==> config.mk <==
export PLATFORM = sky130hd
export DESIGN_NAME = uart_tx_arbiter
export DESIGN_NICKNAME = d
export VERILOG_FILES = /design/src/rtl/uart_tx_arbiter.sv
export SDC_FILE = /design/constraint.sdc
export NUM_CORES = 1
export LEC_CHECK = 0
export BUFFER_PORTS_ARGS = -buffer_cell sky130_fd_sc_hd__buf_4
export CORE_ASPECT_RATIO = 1.75
export CORE_MARGIN = 2
export CORE_UTILIZATION = 40
export DETAILED_ROUTE_END_ITERATION = 8
export PLACE_DENSITY_LB_ADDON = 0.3
export SYNTH_ARGS = -nofsm -noshare
export SYNTH_HDL_FRONTEND = slang
export SYNTH_SLANG_ARGS = --single-unit
==> constraint.sdc <==
create_clock -name clk -period 3.25 [get_ports clk]
set_clock_uncertainty 0.1 [all_clocks]
set_input_delay 0.65 -clock clk [delete_from_list [all_inputs] [get_ports clk]]
set_output_delay 0.65 -clock clk [all_outputs]
set_load 0.01 [all_outputs]
==> src/rtl/uart_tx_arbiter.sv <==
// Two-requester packet arbiter feeding a single UART TX byte stream.
// Whole packets are granted atomically; a stalled owner is released after IDLE_TIMEOUT_CYC cycles.
module uart_tx_arbiter #(
   parameter int unsigned CLK_FREQ_HZ      = 72_000_000,
   parameter int unsigned IDLE_TIMEOUT_CYC = CLK_FREQ_HZ / 1000
) (
   input  logic       clk,
   input  logic       rst,
   input  logic [7:0] s0_data,
   input  logic       s0_valid,
   input  logic       s0_last,
   output logic       s0_ready,
   input  logic [7:0] s1_data,
   input  logic       s1_valid,
   input  logic       s1_last,
   output logic       s1_ready,
   input  logic       lock0,
   output logic [7:0] m_data,
   output logic       m_valid,
   input  logic       m_ready,
   output logic [1:0] grant,
   output logic       timeout
);

   localparam int unsigned CNT_W = (IDLE_TIMEOUT_CYC < 1) ? 1 : $clog2(IDLE_TIMEOUT_CYC + 1);
   localparam logic [CNT_W-1:0] CNT_MAX = CNT_W'(IDLE_TIMEOUT_CYC);

   // State encoding doubles as the one-hot grant vector.
   typedef enum logic [1:0] {
      IDLE   = 2'b00,
      GRANT0 = 2'b01,
      GRANT1 = 2'b10
   } state_e;

   state_e           state_q, state_d;
   logic [7:0]       m_data_q, m_data_d;
   logic             m_valid_q, m_valid_d;
   logic             timeout_q, timeout_d;
   logic [CNT_W-1:0] cnt_q, cnt_d;
   logic             rr_q, rr_d;          // last requester granted (1 = req1)

   logic             out_ready;
   logic             xfer;
   logic [7:0]       xfer_data;
   logic             xfer_last;
   logic [CNT_W-1:0] cnt_inc;

   // Ready and transfer decode
   always_comb begin
      s0_ready  = 1'b0;
      s1_ready  = 1'b0;
      out_ready = !m_valid_q || m_ready;
      if (!rst) begin
         case (state_q)
            GRANT0:  s0_ready = out_ready;
            GRANT1:  s1_ready = out_ready;
            default: ;
         endcase
      end
      xfer      = (s0_valid && s0_ready) || (s1_valid && s1_ready);
      xfer_data = s0_ready ? s0_data : s1_data;
      xfer_last = s0_ready ? s0_last : s1_last;
   end

   // Next state, stall counter and output register
   always_comb begin
      // NOTE: every variable gets a default before any branch, so no path leaves it unassigned and no latch is inferred.
      state_d   = state_q;
      m_data_d  = m_data_q;
      m_valid_d = m_valid_q;
      timeout_d = 1'b0;
      cnt_d     = cnt_q;
      rr_d      = rr_q;
      cnt_inc   = (cnt_q == CNT_MAX) ? cnt_q : cnt_q + CNT_W'(1);

      if (xfer) begin
         m_data_d  = xfer_data;
         m_valid_d = 1'b1;
      end else if (m_ready) begin
         m_valid_d = 1'b0;
      end

      case (state_q)
         IDLE: begin
            cnt_d = '0;
            if (lock0) begin
               if (s0_valid) begin
                  state_d = GRANT0;
                  rr_d    = 1'b0;
               end
            end else if (s0_valid && s1_valid) begin
               state_d = rr_q ? GRANT0 : GRANT1;
               rr_d    = !rr_q;
            end else if (s0_valid) begin
               state_d = GRANT0;
               rr_d    = 1'b0;
            end else if (s1_valid) begin
               state_d = GRANT1;
               rr_d    = 1'b1;
            end
         end
         GRANT0, GRANT1: begin
            if (xfer) begin
               cnt_d = '0;
               if (xfer_last) state_d = IDLE;
            end else begin
               cnt_d = cnt_inc;
               if (cnt_inc == CNT_MAX) begin
                  state_d   = IDLE;
                  timeout_d = 1'b1;
               end
            end
         end
         default: state_d = IDLE;
      endcase
   end

   always_ff @(posedge clk) begin
      // NOTE: non-blocking assignments make every flop sample pre-edge values, independent of statement order.
      if (rst) begin
         state_q   <= IDLE;
         m_data_q  <= 8'h00;
         m_valid_q <= 1'b0;
         timeout_q <= 1'b0;
         cnt_q     <= '0;
         rr_q      <= 1'b1;
      end else begin
         state_q   <= state_d;
         m_data_q  <= m_data_d;
         m_valid_q <= m_valid_d;
         timeout_q <= timeout_d;
         cnt_q     <= cnt_d;
         rr_q      <= rr_d;
      end
   end

   assign grant   = state_q;
   assign m_data  = m_data_q;
   assign m_valid = m_valid_q;
   assign timeout = timeout_q;

endmodule

## Yosys cells after proc, flatten, opt, wreduce, memory -nomap -nowiden

Cells that the tools add are included.

- Output and inout port bits: 14
- Word-level logic and storage cells: 59
- Flip-flop bits (word level): 30
- Input bits: 24

- Eq/ne operators: 9
- Mux-type cells: 27
- Bitwise operators: 1
- $add $sub $neg: 1
- Reduce and logical (&&, ||, !) cells: 15

Operators by type and width:

| operator | number |
|---|---|
| 17-bit equality test, second input constant | 2 |
| 17-bit 2-to-1 mux | 2 |
| 17-bit one-hot mux with 2 select lines | 1 |
| 2-bit 2-to-1 mux | 9 |
| 17-bit by 1-bit adder with 17-bit output, second input constant | 1 |
| 1-bit 2-to-1 mux | 13 |
| 3-bit != test, second input constant | 3 |
| 8-bit 2-to-1 mux | 1 |
| 4-bit != test, second input constant | 1 |
| 2-bit one-hot mux with 2 select lines | 1 |
| 4-bit AND reduction | 1 |
| 2-bit nonzero test | 2 |
| 1-bit logical AND | 3 |
| 3-bit AND reduction | 1 |
| 3-bit nonzero test | 1 |
| 3-bit OR reduction | 1 |
| 2-bit by 1-bit equality test with 1-bit output, second input constant | 1 |
| 2-bit equality test, second input constant | 1 |
| 1-bit logical NOT | 2 |
| 2-bit logical NOT | 1 |
| 1-bit logical OR | 2 |
| 2-bit != test, second input constant | 1 |
| 2-bit OR reduction | 1 |
| 1-bit inverter | 1 |

## Longest topological paths before layout

Gate-level depths: netlist of run 1.

- Word-level depth: 8
- Depth in mapped cells: 10

## Worst setup path before layout of run 1

OpenSTA, ideal clock, no wires.

- Kind: reg-to-reg
- From: reg state_q[1] (netlist: grant[1])
- To: reg state_q[1] (netlist: grant[1])
- Required time: 3090 ps
- Setup slack: 766 ps
- Arrival: 2324 ps
- Stages on the path, launching flop included: 10
- Library setup time: 60 ps
- Path through: dfxtp_1 > inv_1 > ha_1 > a22oi_1 > nor3_1 > nand4b_1 > nor4_2 > a31oi_4 > a2111oi_1 > a311o_1

- Longest elaborated chain between the ends: 7
- Elaborated cells on any way between the ends: 19
- Classes of those cells: 6 x eq/ne; 7 x mux; 6 x reduce/logical

Ends and longest elaborated chain:

| item | RTL line | text |
|---|---|---|
| start: declaration | 35 | `state_e state_q, state_d;` |
| start signal: assignment | 128 | `state_q <= state_d;` |
| 2-bit by 1-bit equality test with 1-bit output / 2-bit equality test (equally long branches) | 54, 83 |  |
| 1-bit 2-to-1 mux | 54 | `case (state_q)` |
| 1-bit 2-to-1 mux | 53 | `if (!rst) begin` |
| 1-bit logical AND | 60 | `xfer = (s0_valid && s0_ready) \|\| (s1_valid && s1_ready);` |
| 1-bit logical OR | 60 |  |
| 3-bit != test (no source line) / 2-bit 2-to-1 mux (equally long branches) | - |  |
| 4-bit AND reduction (no source line) / 2-bit one-hot mux with 2 select lines (equally long branches) | - |  |

Parallel ways exist; a longest one is shown, timed or not.
A chain may end at the register's enable or synchronous reset.

## Final worst setup path of run 1

Same ends and word-level chain as after synthesis.

==> metrics.yaml, run 1 <==
status: "completed"
cp-start-kind: "flop"
crit_arrival_ns: 2.80
maxCapViolCount: 0
synth_edf_count: 0
grt-ovfl-total: 0
antenna_found_initial: 0
initial_core_util_pct: 40.7
pin_count: 38
drt_first_pass_iters: 4
p_per_area_nw_per_um2: 533
synth.distinct_cells: 51
cts_buffer_depth: 2
final.period_utilization_pct: 82.2
drt_iter0_drc: 49
synth_warnings: 0
globalplace.congestion: 0.865
routed_wl_um: 4650
drcViolationCount: 0
synth-async-reset-ratio_pct: 0
setup_ws_ns: 0.579
core_area_um2: 4620
antenna_cells: 0
min_period_ns: 2.67
final_nets: 297
dieHeight_um: 94.8
cts_tree: "yes"
grt_first_pass_wirelength_um: 7600
post-route-util_pct: 48.9
rows: 33
routedWlPerCell_um: 14.6
fillers: 481
crit_fanout: 5
cp_cell_sequence: "inv_1 > ha_1 > a22oi_1 > nor3_2 > nand4b_1 > nor4_2 > a31oi_4 > a2111oi_1 > a311o_1"
synthCells: 236
crit_slowest_cell: "a2111oi_1"
setup_viol: 0
root_buffer: "clkbuf_8"
leakagePower_nw: 0.835
via_per_inst: 5.79
clk_latency_ns: 0.28
vdd_drop_max_uv: 427
rsz0062_at_grt: "false"
fp.dieArea_um2: 5300
ys_seq_area_share_pct: 31.9
die_w_um: 55.9
synth_fp_nets: 266
htreeDepth: 2
post_synth.cell_area_avg_um2: 7.98
post-cts-setup-buffers: 0
required_ns: 3.38
grt_pass1_vias: 1707
cts_resized: 0
setup_tns_ns: 0
power.total_mw: 1.21
instances_no_fill: 318
fin_area_um2: 2260
hold_violations: 0
synth_seq_cells: 30
worst_slew_pin_slew_ns: 0.539
synth_ff_type: "dfxtp_1"
slowest_delay_ns: 0.44
vias: 1840
clk_pin_slew_ns: 0.06
grt_usage_pct: 18.3
holdWs_ns: 0.360
ant_nets: 0
mostFrequentLayoutCell: "buf_4"
cts_buffers: 5
slew_headroom_pct: 64.0
hp-class: "flop to flop"
r2r_slack_ns: 0.58
layout_common_cells: "40 x buf_4, 30 x dfxtp_1, 26 x nor2_1, 23 x nand2_1"
synthesis.area_um2: 1880
end_kind: "flop"
dp_cells: 312
crit_type: "flop to flop"
hpwl_um: 3540
fmax_mhz: 374
cts-hold-fix-buffers: 0
port_buffers: 37
grt_max_degree: 30
syn_to_final_growth_pct: 20.0
dpl_cell_area_um2: 2180
drv_slew: 0
dp_slack_ns: 0.601
cts.sinks: 30
layout-drive-gt1-share_pct: 20.7
==> area by class of cell <==
type / instances / area [µm²] / share of cell area, %
clock buffer: 6 / 82.6 / 3.65
timing repair buffer: 40 / 300 / 13.3
multi-input combinational: 182 / 1180 / 52.3
inverter: 8 / 30.0 / 1.33
tap: 52 / 65.1 / 2.88
sequential: 30 / 601 / 26.6
==> critical path, delay by kind of cell, from the launching register on <==
kind / cells / cell delay [ns]
AO/OA/AOI/OAI: 4 / 1.08
adder cells (fa/ha/maj): 1 / 0.23
flip-flops: 1 / 0.42
buffers and inverters: 1 / 0.11
AND/OR/NAND/NOR: 3 / 0.68
==> routing by layer <==
| metal | part of all wire, % | global-route usage [%] |
|---|---|---|
| met2 | 54 | 34.9 |
| met3 | 3.2 | 3.29 |
| met4 | 3.9 | 11.9 |
| met1 | 39 | 17.7 |
| met5 | 0 | 0 |
==> synthesized netlist by cell type (all sizes together), types with 3 or more instances <==
library cell / count / area share, %
nand3: 7 / 1.9
a211oi: 8 / 3.2
nand2b: 3 / 1.0
a22oi: 3 / 1.2
dfxtp: 30 / 32
a21oi: 13 / 3.5
ha: 6 / 4.0
nor2: 26 / 5.2
nor3: 7 / 1.9
xnor2: 3 / 1.4
and3: 4 / 1.3
nand2: 23 / 4.6
clkbuf: 10 / 2.0
or3: 4 / 1.3
nand4: 8 / 2.7
inv: 8 / 1.6
a31oi: 3 / 1.8
mux2i: 9 / 4.8
o21ai: 13 / 3.5
and2: 4 / 1.4
a311oi: 6 / 2.8
buf: 6 / 2.1
==> where the power goes <==
| part | leakage, nW | internal (mW) | switching, mW |
|---|---|---|---|
| Clock | 0.0431 | 0.163 | 0.132 |
| Sequential | 0.243 | 0.402 | 0.0338 |
| Combinational | 0.549 | 0.212 | 0.264 |
| Total | 0.835 | 0.777 | 0.429 |
==> state kept, by name (all words and copies together), names as in the netlist <==
signal,flops
cnt_q,17
grant,2
m_data,8
m_valid,1
rr_q,1
timeout,1
==> worst paths after layout <==
path                                             start                      to  depth (start not counted)
worst max-delay path             grant[1]$_SDFFE_PP0P_   grant[1]$_SDFFE_PP0P_                          9
worst max register to register   grant[1]$_SDFFE_PP0P_   grant[1]$_SDFFE_PP0P_                          9
worst min-delay path            cnt_q[16]$_SDFFE_PP0P_  cnt_q[16]$_SDFFE_PP0P_                          1
worst min register to register  cnt_q[16]$_SDFFE_PP0P_  cnt_q[16]$_SDFFE_PP0P_                          1
==> cells by family after synthesis <==
family / after synthesis / share of synthesized area [%]
simple gates: 101 / 28.1
compound gates: 60 / 22.4
flops: 30 / 31.9
buf+inv: 24 / 5.64
mux: 11 / 6.18
fa+ha+maj: 6 / 3.98
xor+xnor: 4 / 1.86
Note: power is estimated with default switching activity, not from simulation.
==> run 2, diff against run 1 <==
Clock period 3.25 ns to 2.4 ns, I/O delays scaled along.
==> run 2 against run 1 <==
The flow now finishes with violations (negative setup slack). Largest power group unchanged. Critical endpoint unchanged. Highest routed layer unchanged. Cell area up 16%. Setup slack got worse by 0.65 ns. Die area unchanged. Register-to-register slack worse by 0.65 ns. Wire length increased by 18%. Critical path depth did not move. Largest cell class unchanged. Clock power rose by 29%.
==> metrics.yaml, run 2 (synthesis gave the netlist of run 1 again) <==
hpwl_um: 4130  # was 3540 µm
fmax_mhz: 405  # was 374 MHz
worst_slew_pin_slew_ns: 0.435  # was 0.539 ns
intPower_mw: 1.14  # was 0.777 mW
globalplace.congestion: 0.907  # was 0.865
routed_wl_um: 5470  # was 4650 µm
layout_common_cells: "71 x buf_4, 26 x nor2_1, 25 x dfxtp_1, 23 x nand2_1, 13 x a21oi_1"  # was 40 x buf_4, 30 x dfxtp_1, 26 x nor2_1, 23 x nand2_1
antenna_found_initial: 0  # unchanged
largest_register_ffs: 17  # unchanged
grt_first_pass_wirelength_um: 8670  # was 7600 µm
fp.dieArea_um2: 5300  # unchanged
setup_ws_ns: -0.0661  # was 0.579 ns
cp_cell_sequence: "inv_4 > ha_4 > or4b_4 > nor3_2 > nand4_1 > mux2_4 > a31oi_4 > a2111oi_4 > a311o_1"  # was inv_1 > ha_1 > a22oi_1 > nor3_2 > nand4b_1 > nor4_2 > a31oi_4 > a2111oi_1 > a311o_1
clk_latency_ns: 0.28  # about the same
root_buffer: "clkbuf_8"  # unchanged
slew_headroom_pct: 70.6  # was 64.0%
via_per_inst: 5.82  # was 5.79
dp_slack_ns: -0.0261  # was 0.601 ns
cts_buffers: 5  # unchanged
setup_viol: 2  # was 0
hold_violations: 0  # unchanged
regMostFlops: "cnt_q"  # unchanged
grt_max_degree: 25  # was 30
p_switching_mw: 0.638  # was 0.429 mW
hp-class: "primary input to flop"  # was flop to flop
top_usage_layer: "met2"  # unchanged
cts-hold-fix-buffers: 0  # unchanged
drv_slew: 0  # unchanged
crit_slowest_cell: "or4b_4"  # was a2111oi_1
cp_top_family: "simple AND/OR/NAND/NOR gates"  # was compound AO/OA/AOI/OAI gates
htreeDepth: 2  # unchanged
clk_pin_slew_ns: 0.06  # about the same
comb_power_share_pct: 45.9  # was 39.5%
dieHeight_um: 94.8  # unchanged
vias: 2047  # was 1840
initial_core_util_pct: 40.7  # unchanged
grt_util_met1_pct: 18.2  # was 17.7%
cp-start-kind: "flop"  # unchanged
slowest_delay_ns: 0.45  # was 0.44 ns
antenna_cells: 0  # unchanged
power_frac_clock_pct: 21.3  # was 24.4%
end_kind: "flop"  # unchanged
p_sw_share_pct: 35.8  # was 35.6%
gr-usage-met3_pct: 3.70  # was 3.29%
drt_first_pass_iters: 4  # unchanged
grtUsageMet2_pct: 43.5  # was 34.9%
grt_usage_pct: 21.2  # was 18.3%
routedWlPerCell_um: 15.5  # was 14.6 µm
cts.sinks: 30  # unchanged
final_nets: 330  # was 297
grt-ovfl-total: 0  # unchanged
crit_arrival_ns: 2.53  # was 2.80 ns
cts_tree: "yes"  # unchanged
p_per_area_nw_per_um2: 682  # was 533 nW/µm²
syn_to_final_growth_pct: 38.7  # was 20.0%
grt_pass1_vias: 1960  # was 1707
drt_iter0_drc: 61  # was 49
status: "complete, but fails checks"  # was completed
vdd_drop_max_uv: 453  # was 427 µV
crit_fanout: 4  # was 5
violations: "negative setup slack"
min_period_ns: 2.47  # was 2.67 ns
seq_power_share_pct: 32.9  # was 36.1%
rows: 33  # unchanged
die_w_um: 55.9  # unchanged
crit_buf_inv: 1  # unchanged
cts_buffer_depth: 2  # unchanged
ant_nets: 0  # unchanged
mostFrequentLayoutCell: "buf_4"  # unchanged
port_buffers: 37  # unchanged
core_area_um2: 4620  # unchanged
leakagePower_nw: 1.01  # was 0.835 nW
drcViolationCount: 0  # unchanged
final.period_utilization_pct: 103  # was 82.2%
crit_type: "flop to flop"  # unchanged
maxCapViolCount: 0  # unchanged
rsz0062_at_grt: "true"  # was false
post-route-util_pct: 56.5  # was 48.9%
pin_count: 38  # unchanged
required_ns: 2.47  # was 3.38 ns
layout-drive-gt1-share_pct: 35.0  # was 20.7%
[run 2: cell count changes in the layout (fill, tap and decap cells not counted), moves of 3 or more]
cell,before,now
o21ai_0,13,10
dfxtp_1,30,25
dfxtp_2,0,3
buf_4,40,71
[run 2: per-layer routing]
metal / share of wire [%] / vias to the layer above
li1: - / 1002
met1: 33 / 970
met2: 58 / 61
met3: 5.1 / 14
met4: 3.1 / 0
met5: 0 / -
[run 2: cell type report]
| class | count | area, µm² |
|---|---|---|
| clock buffers | 7 | 76.3 |
| flip-flops and latches | 30 | 612 |
| multi-input cells | 182 | 1260 |
| fillers | 438 | 2010 |
| repair buffers | 73 | 564 |
| well taps | 52 | 65.1 |
| inverters | 8 | 35.0 |
[run 2: worst paths after layout]
kind / slack (ns) / from / end / depth (start not counted)
setup / recovery: -0.07 / cnt_q[1]$_SDFFE_PP0P_ / grant[1]$_SDFFE_PP0P_ / 9
hold reg to reg: 0.38 / cnt_q[16]$_SDFFE_PP0P_ / cnt_q[16]$_SDFFE_PP0P_ / 1
hold / removal: 0.33 / rst / cnt_q[11]$_SDFFE_PP0P_ / 2
setup reg to reg: -0.07 / cnt_q[1]$_SDFFE_PP0P_ / grant[1]$_SDFFE_PP0P_ / 9
[run 2: power by group through the flow]
stage / clock network (mW) / logic, mW / registers, mW
after floorplan: 0 / 0.419 / 0.606
after global placement: 0 / 0.752 / 0.587
after detailed placement: 0 / 0.764 / 0.587
after CTS: 0.392 / 0.792 / 0.579
after global routing: 0.409 / 0.900 / 0.593
final: 0.379 / 0.818 / 0.586
[run 2: through the flow]
stage	std cells	cell area, µm²	hold WS (ns)	power, mW	TNS (ns)
2_1_floorplan	236	1890	0.331	1.03	0
3_3_place_gp	342	2430	0.362	1.34	0
3_5_place_dp	342	2430	0.366	1.35	-0.0261
4_1_cts	351	2530	0.319	1.76	-0.0175
5_1_grt	352	2610	0.316	1.90	-0.275
6_report	352	2610	0.326	1.78	-0.109
[run 2: what timing repair did]
item / 4_1_cts / 5_1_grt
endpoints found under the hold margin: 0 / 0
resized for setup: 6 / 22
pin swaps: 4 / 8
setup buffers: 2 / 1
setup endpoints to repair: 1 / 2
